$ cat src/rtl/cg_pkg.sv
// Shared types and default parameters for the clock-gate enable controller.
//   cg_state_t      : controller state encoding (RUN, SLEEP, WAKE)
//   CG_IDLE_W_DEF   : default idle threshold / idle counter width
//   CG_WAKE_CYC_DEF : default clock-settle cycles before wake_ack
//   CG_CNT_W_DEF    : default gated-cycle statistics counter width
package cg_pkg;

  localparam int unsigned CG_IDLE_W_DEF   = 8;
  localparam int unsigned CG_WAKE_CYC_DEF = 2;
  localparam int unsigned CG_CNT_W_DEF    = 32;

  typedef enum logic [1:0] {
    RUN   = 2'd0,
    SLEEP = 2'd1,
    WAKE  = 2'd2
  } cg_state_t;

endpackage

$ cat src/rtl/cg_sat_cnt.sv
// Saturating up-counter with synchronous clear.
//   clk   : clock
//   rst   : synchronous active-high reset (count -> 0)
//   clr_i : clear count to 0 (wins over inc_i)
//   inc_i : increment by one, holding at all-ones
//   cnt_o : registered count
module cg_sat_cnt #(
  parameter int unsigned W = 8
) (
  input  logic         clk,
  input  logic         rst,
  input  logic         clr_i,
  input  logic         inc_i,
  output logic [W-1:0] cnt_o
);

  logic [W-1:0] cnt_q;
  logic [W-1:0] cnt_d;

  // Next count: clear has priority; increment stops at all-ones.
  always_comb begin
    cnt_d = cnt_q;
    if (clr_i) begin
      cnt_d = '0;
    end else if (inc_i && (cnt_q != '1)) begin
      cnt_d = cnt_q + W'(1);
    end
  end

  always_ff @(posedge clk) begin
    if (rst) begin
      cnt_q <= '0;
    end else begin
      cnt_q <= cnt_d;
    end
  end

  assign cnt_o = cnt_q;

endmodule

$ cat src/rtl/cg_enable_ctrl.sv
// Enable-side controller for a clock-gating cell. Watches gated-domain
// activity, produces a registered glitch-free ICG enable and runs the wake
// handshake for agents needing the domain clock.
//   clk             : always-on clock
//   rst             : synchronous active-high reset
//   busy            : gated domain has pending work
//   wake_req        : agent requests domain clock (level, held until wake_ack)
//   cfg_idle_thresh : idle edges before gating; 0 disables gating
//   cfg_force_on    : never gate; wakes the domain if gated
//   gate_en         : registered ICG enable, 1 = clock runs
//   wake_ack        : clock running and settled
//   gated           : 1 while in SLEEP
//   gated_cycles    : edges spent with gate_en=0
// Optional feature macro CG_STATS_EN builds the gated_cycles counter; without
// it the port is tied to zero.
module cg_enable_ctrl
  import cg_pkg::*;
#(
  parameter int unsigned IDLE_W   = CG_IDLE_W_DEF,
  parameter int unsigned WAKE_CYC = CG_WAKE_CYC_DEF,
  parameter int unsigned CNT_W    = CG_CNT_W_DEF
) (
  input  logic              clk,
  input  logic              rst,
  input  logic              busy,
  input  logic              wake_req,
  input  logic [IDLE_W-1:0] cfg_idle_thresh,
  input  logic              cfg_force_on,
  output logic              gate_en,
  output logic              wake_ack,
  output logic              gated,
  output logic [CNT_W-1:0]  gated_cycles
);

  localparam int unsigned WAKE_CNT_W = $clog2(WAKE_CYC + 1);
  localparam int unsigned IDLE_CMP_W = IDLE_W + 1;

  cg_state_t             state_q;
  logic                  gate_en_q;
  logic                  wake_ack_q;
  logic                  gated_q;
  logic [WAKE_CNT_W-1:0] wake_cnt_q;
  logic [IDLE_W-1:0]     idle_cnt;

  logic                  idle_c;
  logic                  in_run_c;
  logic [IDLE_CMP_W-1:0] idle_next_c;
  logic                  thresh_hit_c;

  assign idle_c   = !busy && !wake_req && !cfg_force_on;
  assign in_run_c = (state_q == RUN);

  // Count of consecutive idle samples including this edge; one extra bit so
  // a saturated counter still compares as "at or beyond" any threshold.
  assign idle_next_c  = IDLE_CMP_W'(idle_cnt) + IDLE_CMP_W'(1);
  assign thresh_hit_c = (cfg_idle_thresh != '0) &&
                        (idle_next_c >= IDLE_CMP_W'(cfg_idle_thresh));

  // Idle run length only accumulates in RUN; leaving RUN restarts it.
  cg_sat_cnt #(.W(IDLE_W)) u_idle_cnt (
    .clk   (clk),
    .rst   (rst),
    .clr_i (!in_run_c || !idle_c),
    .inc_i (in_run_c && idle_c),
    .cnt_o (idle_cnt)
  );

  // Controller FSM; every output is a flop so gate_en only moves at posedge.
  always_ff @(posedge clk) begin
    if (rst) begin
      state_q    <= RUN;
      gate_en_q  <= 1'b1;
      wake_ack_q <= 1'b1;
      gated_q    <= 1'b0;
      wake_cnt_q <= '0;
    end else begin
      case (state_q)
        RUN: begin
          if (idle_c && thresh_hit_c) begin
            state_q    <= SLEEP;
            gate_en_q  <= 1'b0;
            wake_ack_q <= 1'b0;
            gated_q    <= 1'b1;
          end
        end
        SLEEP: begin
          if (!idle_c) begin
            state_q    <= WAKE;
            gate_en_q  <= 1'b1;
            gated_q    <= 1'b0;
            wake_cnt_q <= WAKE_CNT_W'(WAKE_CYC);
          end
        end
        WAKE: begin
          // Completes regardless of the request; ack lands WAKE_CYC edges
          // after gate_en rose.
          if (wake_cnt_q <= WAKE_CNT_W'(1)) begin
            state_q    <= RUN;
            wake_ack_q <= 1'b1;
            wake_cnt_q <= '0;
          end else begin
            wake_cnt_q <= wake_cnt_q - WAKE_CNT_W'(1);
          end
        end
        default: begin
          state_q    <= RUN;
          gate_en_q  <= 1'b1;
          wake_ack_q <= 1'b1;
          gated_q    <= 1'b0;
          wake_cnt_q <= '0;
        end
      endcase
    end
  end

  assign gate_en  = gate_en_q;
  assign wake_ack = wake_ack_q;
  assign gated    = gated_q;

`ifdef CG_STATS_EN
  // Counts edges on which the domain clock was held off.
  cg_sat_cnt #(.W(CNT_W)) u_gated_cnt (
    .clk   (clk),
    .rst   (rst),
    .clr_i (1'b0),
    .inc_i (!gate_en_q),
    .cnt_o (gated_cycles)
  );
`else
  assign gated_cycles = '0;
`endif

endmodule
$ cat config.mk
export PLATFORM = sky130hd
export DESIGN_NAME = cg_enable_ctrl
export DESIGN_NICKNAME = d
export VERILOG_FILES = /design/src/rtl/cg_pkg.sv /design/src/rtl/cg_sat_cnt.sv /design/src/rtl/cg_enable_ctrl.sv
export SDC_FILE = /design/constraint.sdc
export NUM_CORES = 1
export LEC_CHECK = 0
export ABC_AREA = 1
export CORE_UTILIZATION = 43
export CTS_CLUSTER_DIAMETER = 200
export DETAILED_ROUTE_END_ITERATION = 16
export PLACE_DENSITY = 0.74
export SYNTH_ARGS = -nofsm -noshare
export SYNTH_HDL_FRONTEND = slang
export SYNTH_HIERARCHICAL = 1
export SYNTH_SLANG_ARGS = --single-unit
$ cat constraint.sdc
create_clock -name clk -period 4.15 [get_ports clk]
set_clock_uncertainty 0.2 [all_clocks]
set_input_delay 1.0375 -clock clk [delete_from_list [all_inputs] [get_ports clk]]
set_output_delay 1.0375 -clock clk [all_outputs]
set_load 0.05 [all_outputs]
[Yosys cells after proc, flatten, opt, wreduce, memory -nomap -nowiden]
Cells that the tools add are included.
Cells by class
  reduce and logical (&&, ||, !) cells: 19
  bitwise gates (word level): 3
  magnitude comparators: 2
  $add $sub $neg: 3
  eq/ne operators: 6
  mux-type cells: 14
Operators by type and width (number)
  $pmux W2 S3: 2
  $add A8 B1 Y9 const B: 1
  $ge A9 B8 Y1: 1
  $pmux W1 S3: 3
  $reduce_and A3 Y1: 3
  $add A8 B1 Y8 const B: 1
  $mux W2: 4
  $ne A8 B8 Y1 const B: 1
  $reduce_bool A8 Y1: 1
  $logic_and A1 B1 Y1: 6
  $logic_not A1 Y1: 5
  $mux W1: 5
  $ne A2 B2 Y1 const B: 2
  $not A1 Y1: 3
  $eq A2 B1 Y1 const B: 1
  $eq A2 B2 Y1 const B: 1
  $le A2 B1 Y1 const B: 1
  $logic_not A2 Y1: 1
  $ne A2 B1 Y1 const B: 1
  $reduce_and A2 Y1: 1
  $reduce_or A2 Y1: 1
  $sub A2 B1 Y2 const B: 1
  $logic_or A1 B1 Y1: 1
Word-level totals
  input bits: 13
  word-level logic and storage cells: 53
  output and inout bits: 35
  register bits: 15

[Depth between registers and ports, before layout]
Gate-level depths: netlist of the first run.
  depth in word-level cells: 6
  gate-level depth with buffers: 17

[Modules after synthesis]
Netlist of the first run, hierarchy kept.
Modules (own cells, without submodules)
  cg_enable_ctrl: cells an instance 141, area each 982.2 um^2, times used 1, seq. area each 140.1 um^2
  cg_sat_cnt: cells an instance 73, area each 460.4 um^2, times used 1, seq. area each 160.2 um^2

[Worst setup path after synthesis of the first run]
Ideal clock, no wire load.
  kind: in2reg
  start point: input cfg_idle_thresh[4]
  end point: register gated_q (netlist: gated)
  path slack: 1750 ps
  required time: 3884 ps
  library setup time: 66 ps
  arrival: 2134 ps
  stages: 15
  path through: inv_1 -> ha_1 -> nand2_1 -> inv_1 -> nand2_1 -> nand3_1 -> nand2_1 -> nand2_1 -> nand2_1 -> nand2_1 -> nand2_2 -> nand2_4 -> nand2_1 -> nand2_1 -> a21oi_2
Between the ends
  word-level cells in the longest chain between the ends: 5
  elaborated cells on any way between the ends: 6
  those cells by class: order compare: 1; eq/ne: 1; reduce/logical: 4
Ends and longest elaborated chain
  start, declared: line cg_enable_ctrl.sv:27  | input logic [IDLE_W-1:0] cfg_idle_thresh,
  $ge A9 B8 Y1 or $reduce_bool A8 Y1 (tied branches): line cg_enable_ctrl.sv:57, cg_enable_ctrl.sv:56
  $logic_and A1 B1 Y1 *: line cg_enable_ctrl.sv:56  | assign thresh_hit_c = (cfg_idle_thresh != '0) &&
  $logic_and A1 B1 Y1 *: line cg_enable_ctrl.sv:79  | if (idle_c && thresh_hit_c) begin
  $ne A2 B1 Y1 (no line) *
  $reduce_and A3 Y1 (no line) *
  end signal, assigned: line cg_enable_ctrl.sv:74  | gated_q <= 1'b0;
  end signal, assigned: line cg_enable_ctrl.sv:83  | gated_q <= 1'b1;
  end signal, assigned: line cg_enable_ctrl.sv:90  | gated_q <= 1'b0;
  end, declared: line cg_enable_ctrl.sv:41  | logic gated_q;
Mark *: on every way between the ends. The rest lies on a longest branch, timed or not.
A chain may end at the register's enable or synchronous reset.

[Final worst setup path of the first run]
  start point: input wake_req
  end point: register u_idle_cnt.cnt_q[7] (netlist: u_idle_cnt/cnt_o[7])
Between the ends
  word-level cells in the longest chain between the ends: 6
  elaborated cells on any way between the ends: 8
  those cells by class: reduce/logical: 8
Ends and longest elaborated chain
  start, declared: line cg_enable_ctrl.sv:26  | input logic wake_req,
  $logic_not A1 Y1 *: line cg_enable_ctrl.sv:50  | assign idle_c = !busy && !wake_req && !cfg_force_on;
  $logic_and A1 B1 Y1 * (2 in series): line cg_enable_ctrl.sv:50
  $logic_not A1 Y1
  $logic_or A1 B1 Y1: line cg_enable_ctrl.sv:63  | .clr_i (!in_run_c || !idle_c),
  $reduce_or A2 Y1 (no line)
  end signal, assigned: line cg_sat_cnt.sv:34  | cnt_q <= cnt_d;
  end, declared: line cg_sat_cnt.sv:17  | logic [W-1:0] cnt_q;
Marked as above.

==> flow_metrics.tcl, run 1 <==
set metrics [dict create \
    ys_seq_area_frac 0.2082 \
    final_nets 259 \
    rows 20 \
    synth-main-ff-cell "dfxtp_1" \
    gp_congestion 0.8061 \
    via_per_inst 4.493 \
    final_layout_size_suffix_gt1_frac 0.08621 \
    postCtsSetupBuffers 0 \
    grt_max_degree 14 \
    internal_power_w 0.0003205 \
    fp.dieH_microns 59.92 \
    fmax_ghz 0.3666 \
    combPwrFrac 0.563 \
    cp-startpoint "wake_req" \
    run_status "finished clean" \
    synthMuxAreaShare 0 \
    grt_pass1_wl_mm 3.864 \
    drv_cap 0 \
    cp_max_fo 13 \
    switching_share 0.4967 \
    cts_resized 0 \
    end_kind "register" \
    layout_commonest_cell "nand2_1" \
    p_sw_w 0.0003164 \
    first_pass_iters 4 \
    antennaDiodeCount 0 \
    ys_async_sr_fraction 0 \
    hold_buffers 0 \
    path_clk_slew_ps 100 \
    die_area_sq_um 3590 \
    syn_to_final_growth_pct 7.806 \
    dp_slack_ps 1101 \
    portBuffers 15 \
    setup_ws_ps 1422 \
    crit_path_max_incr_delay_ps 410 \
    synth-edff-count 0 \
    synthXorXnorAreaFrac 0.03643 \
    hold_viol_final 0 \
    cp_data_arrival_time_ps 2750 \
    drtIter0Drc 38 \
    track_usage 0.1410 \
    grt-ovfl-total 0 \
    fin_util 0.4972 \
    syn_inst 214 \
    antenna_found_initial 0 \
    yosysUniqueCellTypes 27 \
    path_class "input port to register" \
    drv_slew 0 \
    worstSkewPairLatency_ps 290 \
    grt_pass1_vias 965 \
    drc_errors 0 \
    htreeDepth 1 \
    setup_viol 0 \
    period_needed_ps 2728 \
    hold_ws_ps 274.1 \
    hp-start "gate_en" \
    synth_area_sq_um 1443 \
    final_cell_mix "nand2_1, conb_1, inv_1" \
    critical_path_required_ps 4170 \
    min_period_over_period 0.6574 \
    num_io_pins 48 \
    timing.setup.tns_ps 0 \
    cts-root-buf "clkbuf_4" \
    synth-compound-area-share 0.08066 \
    synth_top_family_by_area "simple AND/OR/NAND/NOR gates" \
    cts_buffer_depth 2 \
    path_cells "clkdlybuf4s50_1 > nor3_2 > inv_1 > nor2_1 > buf_4 > inv_1 > nor2_1 > o21ai_0 > nor2_1" \
    rsz0062_at_grt "false" \
    seqPwrFrac 0.304 \
    synth_fa_ha_area_frac 0.1127 \
    ys_warn_count 6 \
    holdCritPathClass "register to register" \
    start_util 0.4612 \
    wire_per_inst_microns 8.779 \
    drt-total-wl_mm 2.423 \
    numCtsBuffers 3 \
    irDropWorstVdd_mv 0.1726 \
    core-area_sq_um 3128 \
    vias 1240 \
    cpMaxStageDelayCell "clkdlybuf4s50_1" \
    synthSimpleGateAreaFrac 0.3018 \
    ys_seq_elements 15 \
    dp_hpwl_mm 1.984 \
    cellPowerDensity_nw_per_um2 409.5 \
    r2r-start "u_idle_cnt/cnt_o[0]" \
    cts_tree "yes" \
    ant_nets 0 \
    path_common_cell "nor2_1" \
    p_clk_frac 0.133 \
    p_leak_nw 0.7720 \
    cts_sinks 15 \
    avgSynthCellArea_sq_um 6.741 \
    die_w_microns 59.92 \
    startpoint_type "input port" \
]
[synthesized netlist by cell type, drive strengths merged, types with 2 or more instances]
cell / count / area [sq um]
buf: 32 / 240.2
inv: 34 / 127.6
a21oi: 14 / 73.82
xor2: 5 / 43.79
ha: 13 / 162.7
nor2: 22 / 92.59
nand4: 2 / 12.51
nand2: 44 / 180.2
o21ai: 4 / 20.02
nor4: 2 / 12.51
nand3: 20 / 127.6
dfxtp: 15 / 300.3
[final cells by class]
| cell class | count | area (sq um) |
|---|---|---|
| clock inverter | 1 | 5.005 |
| tap | 44 | 55.05 |
| sequential | 15 | 300.3 |
| inverter | 34 | 127.6 |
| clock buffer | 3 | 22.52 |
| multi-input combinational | 163 | 887.1 |
| fill | 336 | 1573 |
| timing repair buffer | 16 | 157.7 |
[power groups by stage]
stage	sequential, W	combinational, W	clock [W]
2_1_floorplan	0.000244	0.000256	0
5_1_grt	0.000198	0.000392	0.0000964
4_1_cts	0.000194	0.000358	0.0000898
3_5_place_dp	0.000197	0.000357	0
6_report	0.000193	0.000359	0.0000848
3_3_place_gp	0.000196	0.000356	0
[final timing paths]
check | to | slack, ps | cells past startpoint
min reg2reg | gate_en | 270 | 2
max | u_idle_cnt/cnt_o[7] | 1420 | 9
max reg2reg | gated | 1670 | 17
min | gate_en | 270 | 2
[per-layer routing]
| metal | part of all wire | global-route usage | vias up |
|---|---|---|---|
| li1 | - | - | 649 |
| met2 | 0.46 | 0.2302 | 38 |
| met3 | 0.036 | 0.02597 | 2 |
| met1 | 0.50 | 0.1846 | 551 |
| met4 | 0.0078 | 0.04983 | 0 |
| met5 | 0 | 0 | - |
[critical path: cells and delay by family]
kind / cells / cell delay [ps]
buffers and inverters: 4 / 750
AOI/OAI and AO/OA: 1 / 160
and+or+nand+nor: 4 / 810
[sequential cells by signal, summed over array words and instances (netlist names)]
signal and cells:
u_idle_cnt/cnt_o 8, state_q 2, wake_cnt_q 2, gate_en 1, gated 1, wake_ack 1
[kinds of logic (layout without fill, tap and decap cells)]
family,count (synthesis),after routing
AOI/OAI and AO/OA,21,21
other,1,32
xor gates and xnor gates,6,6
and+or+nand+nor,91,91
DFF,15,15
buffers and inverters,67,54
adders and majority gates,13,13
[per-stage QoR]
stage	power [W]	cell area (sq um)	cells
floorplan	0.0004998	1559	245
global placement	0.0005521	1528	272
detailed placement	0.0005535	1528	272
CTS	0.0006420	1555	276
global route	0.0006856	1555	276
finish	0.0006369	1555	276
Note: power is estimated with default switching activity, not from simulation.
==> run 2, diff against run 1 <==
CORE_UTILIZATION = 42   (was 43)
PLACE_DENSITY = 0.75   (was 0.74)
clock period = 2.2 ns   (was 4.15 ns; I/O delays follow)
==> flow_metrics.tcl, run 2 (same netlist as run 1, synthesis figures left out) <==
set metrics [dict create \
    rows 20 \
    die_w_microns 60.61 \
    internal_power_w 0.0006310 \
    critical_path_required_ps 2250 \
    vias 1278 \
    fin_cells 292 \
    end_kind "register" \
    cellPowerDensity_nw_per_um2 728.8 \
    hold_buffers 0 \
    antenna_found_initial 0 \
    layout_commonest_cell "nand2_1" \
    first_pass_iters 4 \
    drc_errors 0 \
    ant_nets 0 \
    irDropWorstVdd_mv 0.6206 \
    largest_reg_flops 8 \
    drv_cap 0 \
    period_needed_ps 2198 \
    holdCritPathClass "register to register" \
    dp_hpwl_mm 2.088 \
    run_status "finished clean" \
    cpMaxStageDelayCell "clkdlybuf4s50_1" \
    cts_tree "yes" \
    rsz0062_at_grt "true" \
    portBuffers 15 \
    syn_to_final_growth_pct 22.38 \
    antennaDiodeCount 0 \
    worst-r2r-setup-slack_ps 2 \
    seqPwrFrac 0.286 \
    p_clk_frac 0.136 \
    drv_slew 0 \
    cts_sinks 15 \
    fp.dieH_microns 60.61 \
    path_common_cell "nand2_1" \
    final_cell_mix "nand2_1, conb_1, inv_1" \
    num_io_pins 48 \
    path_clk_slew_ps 110 \
    combPwrFrac 0.578 \
    p_leak_nw 0.8555 \
    min_period_over_period 0.9992 \
    start_util 0.4575 \
    worstSkewPairLatency_ps 300 \
    path_class "input port to register" \
    switching_share 0.5096 \
    track_usage 0.1593 \
    path_cells "clkdlybuf4s50_1 > inv_2 > ha_4 > nand2_2 > nor2_1 > nand2_1 > nand3_1 > nand2_1 > nand2_1 > nand2_1 > nand2_1 > nand2_2 > nand2_4 > nand3_4 > a21oi_2" \
    cts-root-buf "clkbuf_4" \
    setup_viol 0 \
    fin_area_sq_um 1765 \
    grt_max_degree 11 \
    hold_viol_final 0 \
    grt_pass1_wl_mm 4.333 \
    timing.setup.tns_ps 0 \
    die_area_sq_um 3673 \
    final_layout_size_suffix_gt1_frac 0.2177 \
    core-area_sq_um 3153 \
    grt-ovfl-total 0 \
    via_per_inst 4.377 \
    htreeDepth 1 \
    drtIter0Drc 38 \
    startpoint_type "input port" \
    cts_buffer_depth 2 \
    drt-total-wl_mm 2.715 \
    place_area_sq_um 1623 \
    crit_path_max_incr_delay_ps 500 \
    numCtsBuffers 3 \
    final_nets 275 \
    grt_pass1_vias 1075 \
    p_sw_w 0.0006556 \
    cp_max_fo 6 \
    place.detailed.instances 285 \
    cp_data_arrival_time_ps 2240 \
    gp_congestion 0.8002 \
    wire_per_inst_microns 9.298 \
    fmax_ghz 0.4549 \
]
-- run 2: metal layers --
layer / share of wire / GRT usage / wire, microns / vias to the layer above
met5: 0 / 0 / 0 / -
met4: 0.013 / 0.06818 / 35 / 0
met3: 0.052 / 0.02559 / 141 / 4
met2: 0.47 / 0.2606 / 1272 / 46
met1: 0.47 / 0.2078 / 1266 / 547
li1: - / - / - / 681
-- run 2: cell type report --
| class | count | area [sq um] |
|---|---|---|
| multi-input cells | 163 | 972.2 |
| flip-flops and latches | 15 | 302.8 |
| fillers | 310 | 1388 |
| inverters | 34 | 127.6 |
| clock inverters | 1 | 7.507 |
| clock buffers | 3 | 22.52 |
| well taps | 44 | 55.05 |
| repair buffers | 32 | 277.8 |
-- run 2: what timing repair did --
item | CTS | global route
setup buffers | 0 | 3
setup endpoints to repair | 5 | 5
pin swaps | 1 | 2
resized for setup | 11 | 6
-- run 2: final timing paths --
kind / to / cells past startpoint / startpoint
min: wake_ack / 2 / wake_ack
min reg2reg: wake_ack / 2 / wake_ack
max: state_q[0] / 15 / cfg_idle_thresh[4]
max reg2reg: state_q[0] / 16 / u_idle_cnt/cnt_o[0]
-- run 2: power by group through the flow --
stage,clock (W),sequential (W),combinational (W)
4_1_cts,0.000178,0.000366,0.000693
6_report,0.000175,0.000367,0.000744
2_1_floorplan,0,0.000460,0.000483
3_5_place_dp,0,0.000371,0.000672
5_1_grt,0.000193,0.000376,0.000819
3_3_place_gp,0,0.000373,0.000671
-- run 2: critical path, delay by kind of cell --
kind                     cells  cell delay [ps]
AND/OR/NAND/NOR             11              720
buffers and inverters        2              550
adder cells (fa/ha/maj)      1              260
AO/OA/AOI/OAI                1              160
-- run 2: through the flow --
step | hold WS [ps] | power, W | utilization | worst slack (ps)
after global placement | 256.6 | 0.001044 | 0.5147 | -287.1
after global routing | 319.0 | 0.001387 | 0.5599 | -255.3
final | 288.1 | 0.001287 | 0.5599 | 1.734
after CTS | 287.3 | 0.001237 | 0.5421 | 2.002
after floorplan | 254.7 | 0.0009429 | - | 30.62
after detailed placement | 252.6 | 0.001043 | 0.5147 | -353.2
==> run 3, diff against run 2 <==
CORE_UTILIZATION = 40   (was 42)
SYNTH_HIERARCHICAL = unset   (was 1)
==> flow_metrics.tcl, run 3 <==
set metrics [dict create \
    run_status "complete, but fails checks" \
    violations "setup timing" \
    ys_seq_elements 15 \
    dp_hpwl_mm 1.754 \
    irDropWorstVdd_mv 0.3967 \
    p_leak_nw 0.8465 \
    ant_nets 0 \
    syn_to_final_growth_pct 23.83 \
    ys_warn_count 0 \
    start_util 0.4399 \
    min_period_over_period 1.040 \
    yosys-top-cells-count "nand2_1, buf_4, inv_1, dfxtp_1, ha_1" \
    synth_area_sq_um 1255 \
    worstSkewPairLatency_ps 290 \
    crit_path_max_incr_delay_ps 370 \
    cellPowerDensity_nw_per_um2 682.0 \
    core-area_sq_um 2853 \
    fmax_ghz 0.4373 \
    numCtsBuffers 3 \
    avgSynthCellArea_sq_um 7.212 \
    vias 1046 \
    drt-total-wl_mm 2.174 \
    num_io_pins 48 \
    wire_per_inst_microns 9.212 \
    cts_buffer_depth 2 \
    cpMaxStageDelayCell "dfxtp_4" \
    place.detailed.instances 232 \
    grt_pass1_wl_mm 3.553 \
    hold_buffers 0 \
    yosys.area.top_type "dfxtp_1" \
    yosys-top-cells-area "dfxtp_1, buf_4, ha_1" \
    fin_cells 236 \
    place_area_sq_um 1440 \
    first_pass_iters 14 \
    setup_ws_ps -86.99 \
    critical_path_required_ps 2230 \
    hold_viol_final 0 \
    final_nets 231 \
    synth_top_area_share 0.2393 \
    setup_viol 5 \
    path_cells "ha_4 > nand2_4 > nor2_4 > nand3_1 > xor2_2 > ha_1 > a21oi_1 > nand2_1 > nand2_1 > nand2_1 > nand2_2 > nand2_4 > nand2_2 > nand2_2 > a21oi_2" \
    synth-main-ff-cell "dfxtp_1" \
    synthXorXnorAreaFrac 0.03490 \
    yosysUniqueCellTypes 25 \
    antenna_found_initial 0 \
    path_clk_slew_ps 90 \
    syn_inst 174 \
    die_w_microns 58.01 \
    via_per_inst 4.432 \
    portBuffers 15 \
    synth_fa_ha_area_frac 0.1196 \
    timing.setup.tns_ps -379.6 \
    ys_seq_area_frac 0.2393 \
    drc_errors 0 \
    grt_max_degree 9 \
    final_cell_mix "conb_1, inv_1, nand2_1" \
    holdCritPathClass "register to register" \
    synth_top_family_by_area "buffers and inverters" \
    antennaDiodeCount 0 \
    synthSimpleGateAreaFrac 0.2193 \
    cts-root-buf "clkbuf_4" \
    final_layout_size_suffix_gt1_frac 0.2683 \
    ys_async_sr_fraction 0 \
    startpoint_type "register" \
    gp_congestion 0.8280 \
    track_usage 0.1364 \
    rows 19 \
    cts_sinks 15 \
    htreeDepth 1 \
    synthMuxAreaShare 0 \
    period_needed_ps 2287 \
    path_class "register to register" \
    postCtsSetupBuffers 0 \
    n_fill_cell 264 \
    grt_pass1_vias 930 \
    synth-compound-area-share 0.09671 \
    cp_max_fo 6 \
    cts_tree "yes" \
    layout_commonest_cell "conb_1" \
    cp_data_arrival_time_ps 2320 \
    drtIter0Drc 31 \
    largest_reg_flops 8 \
    synth-edff-count 0 \
    fp.dieH_microns 58.01 \
    end_kind "register" \
    grt-ovfl-total 0 \
    fin_area_sq_um 1554 \
    rsz0062_at_grt "true" \
    synth.most_common_cell "nand2_1" \
    drv_cap 0 \
    drv_slew 0 \
    die_area_sq_um 3365 \
]
==> run 3: changes by cell type after synthesis, moves of 3 or more <==
cell	before	now
a21oi_1	13	9
nor2_1	20	3
nand3_1	16	9
inv_1	31	28
nand2_1	40	33
o21ai_1	0	6
==> run 3: repair_timing <==
action | in CTS | in global routing
endpoints found under the setup margin | 5 | 5
pin swaps | 2 | 2
gates resized for setup | 8 | 10
==> run 3: layout make-up <==
cell class	count	area, sq um	area share
clock buffers	4	26.28	0.01691
multi-input cells	126	819.5	0.5274
repair buffers	28	244.0	0.1570
inverters	32	120.1	0.07729
flip-flops and latches	15	305.3	0.1965
well taps	31	38.79	0.02496
==> run 3: through the flow <==
step / power [W] / setup slack (ps) / util / hold WS (ps)
floorplan: 0.0007976 / 4.723 / - / 251.3
detailed placement: 0.0008661 / -304.2 / 0.5048 / 251.0
global placement: 0.0008585 / -281.4 / 0.5048 / 253.9
finish: 0.001060 / -86.99 / 0.5447 / 276.6
CTS: 0.001048 / -81.84 / 0.5285 / 273.3
global route: 0.001126 / -288.8 / 0.5447 / 299.0
==> run 3: report_power, final <==
group          internal (W)  switching (W)
clock             0.0000705      0.0000898
combinational      0.000168       0.000392
sequential         0.000313      0.0000264
total              0.000552       0.000508
==> run 3: cell families after synthesis <==
| kind of cell | count (synthesis) |
|---|---|
| AO/OA/AOI/OAI | 21 |
| other | 1 |
| adder cells (fa/ha/maj) | 12 |
| XOR/XNOR | 5 |
| buffers and inverters | 64 |
| flip-flops | 15 |
| AND/OR/NAND/NOR | 56 |
==> run 3: routing by layer <==
| layer | global-route usage | part of all wire | up-vias |
|---|---|---|---|
| met5 | 0 | 0 | - |
| li1 | - | - | 539 |
| met2 | 0.2365 | 0.49 | 33 |
| met4 | 0.04762 | 0.010 | 0 |
| met1 | 0.1653 | 0.45 | 472 |
| met3 | 0.03125 | 0.047 | 2 |
==> run 3: worst max-delay path, delay by kind of cell, from the launching register on <==
family	cells	cell delay [ps]
AND/OR/NAND/NOR	10	800
XOR/XNOR	1	170
adder cells (fa/ha/maj)	2	430
flip-flops	1	370
AO/OA/AOI/OAI	2	250
==> run 3: worst paths after layout <==
| kind | start | to | slack (ps) | cells past startpoint |
|---|---|---|---|---|
| worst max-delay path | u_idle_cnt.cnt_o[0] | gated | -90 | 15 |
| worst min-delay path | gate_en | gate_en | 280 | 2 |
| worst max register to register | u_idle_cnt.cnt_o[0] | gated | -90 | 15 |
| worst min register to register | gate_en | gate_en | 280 | 2 |
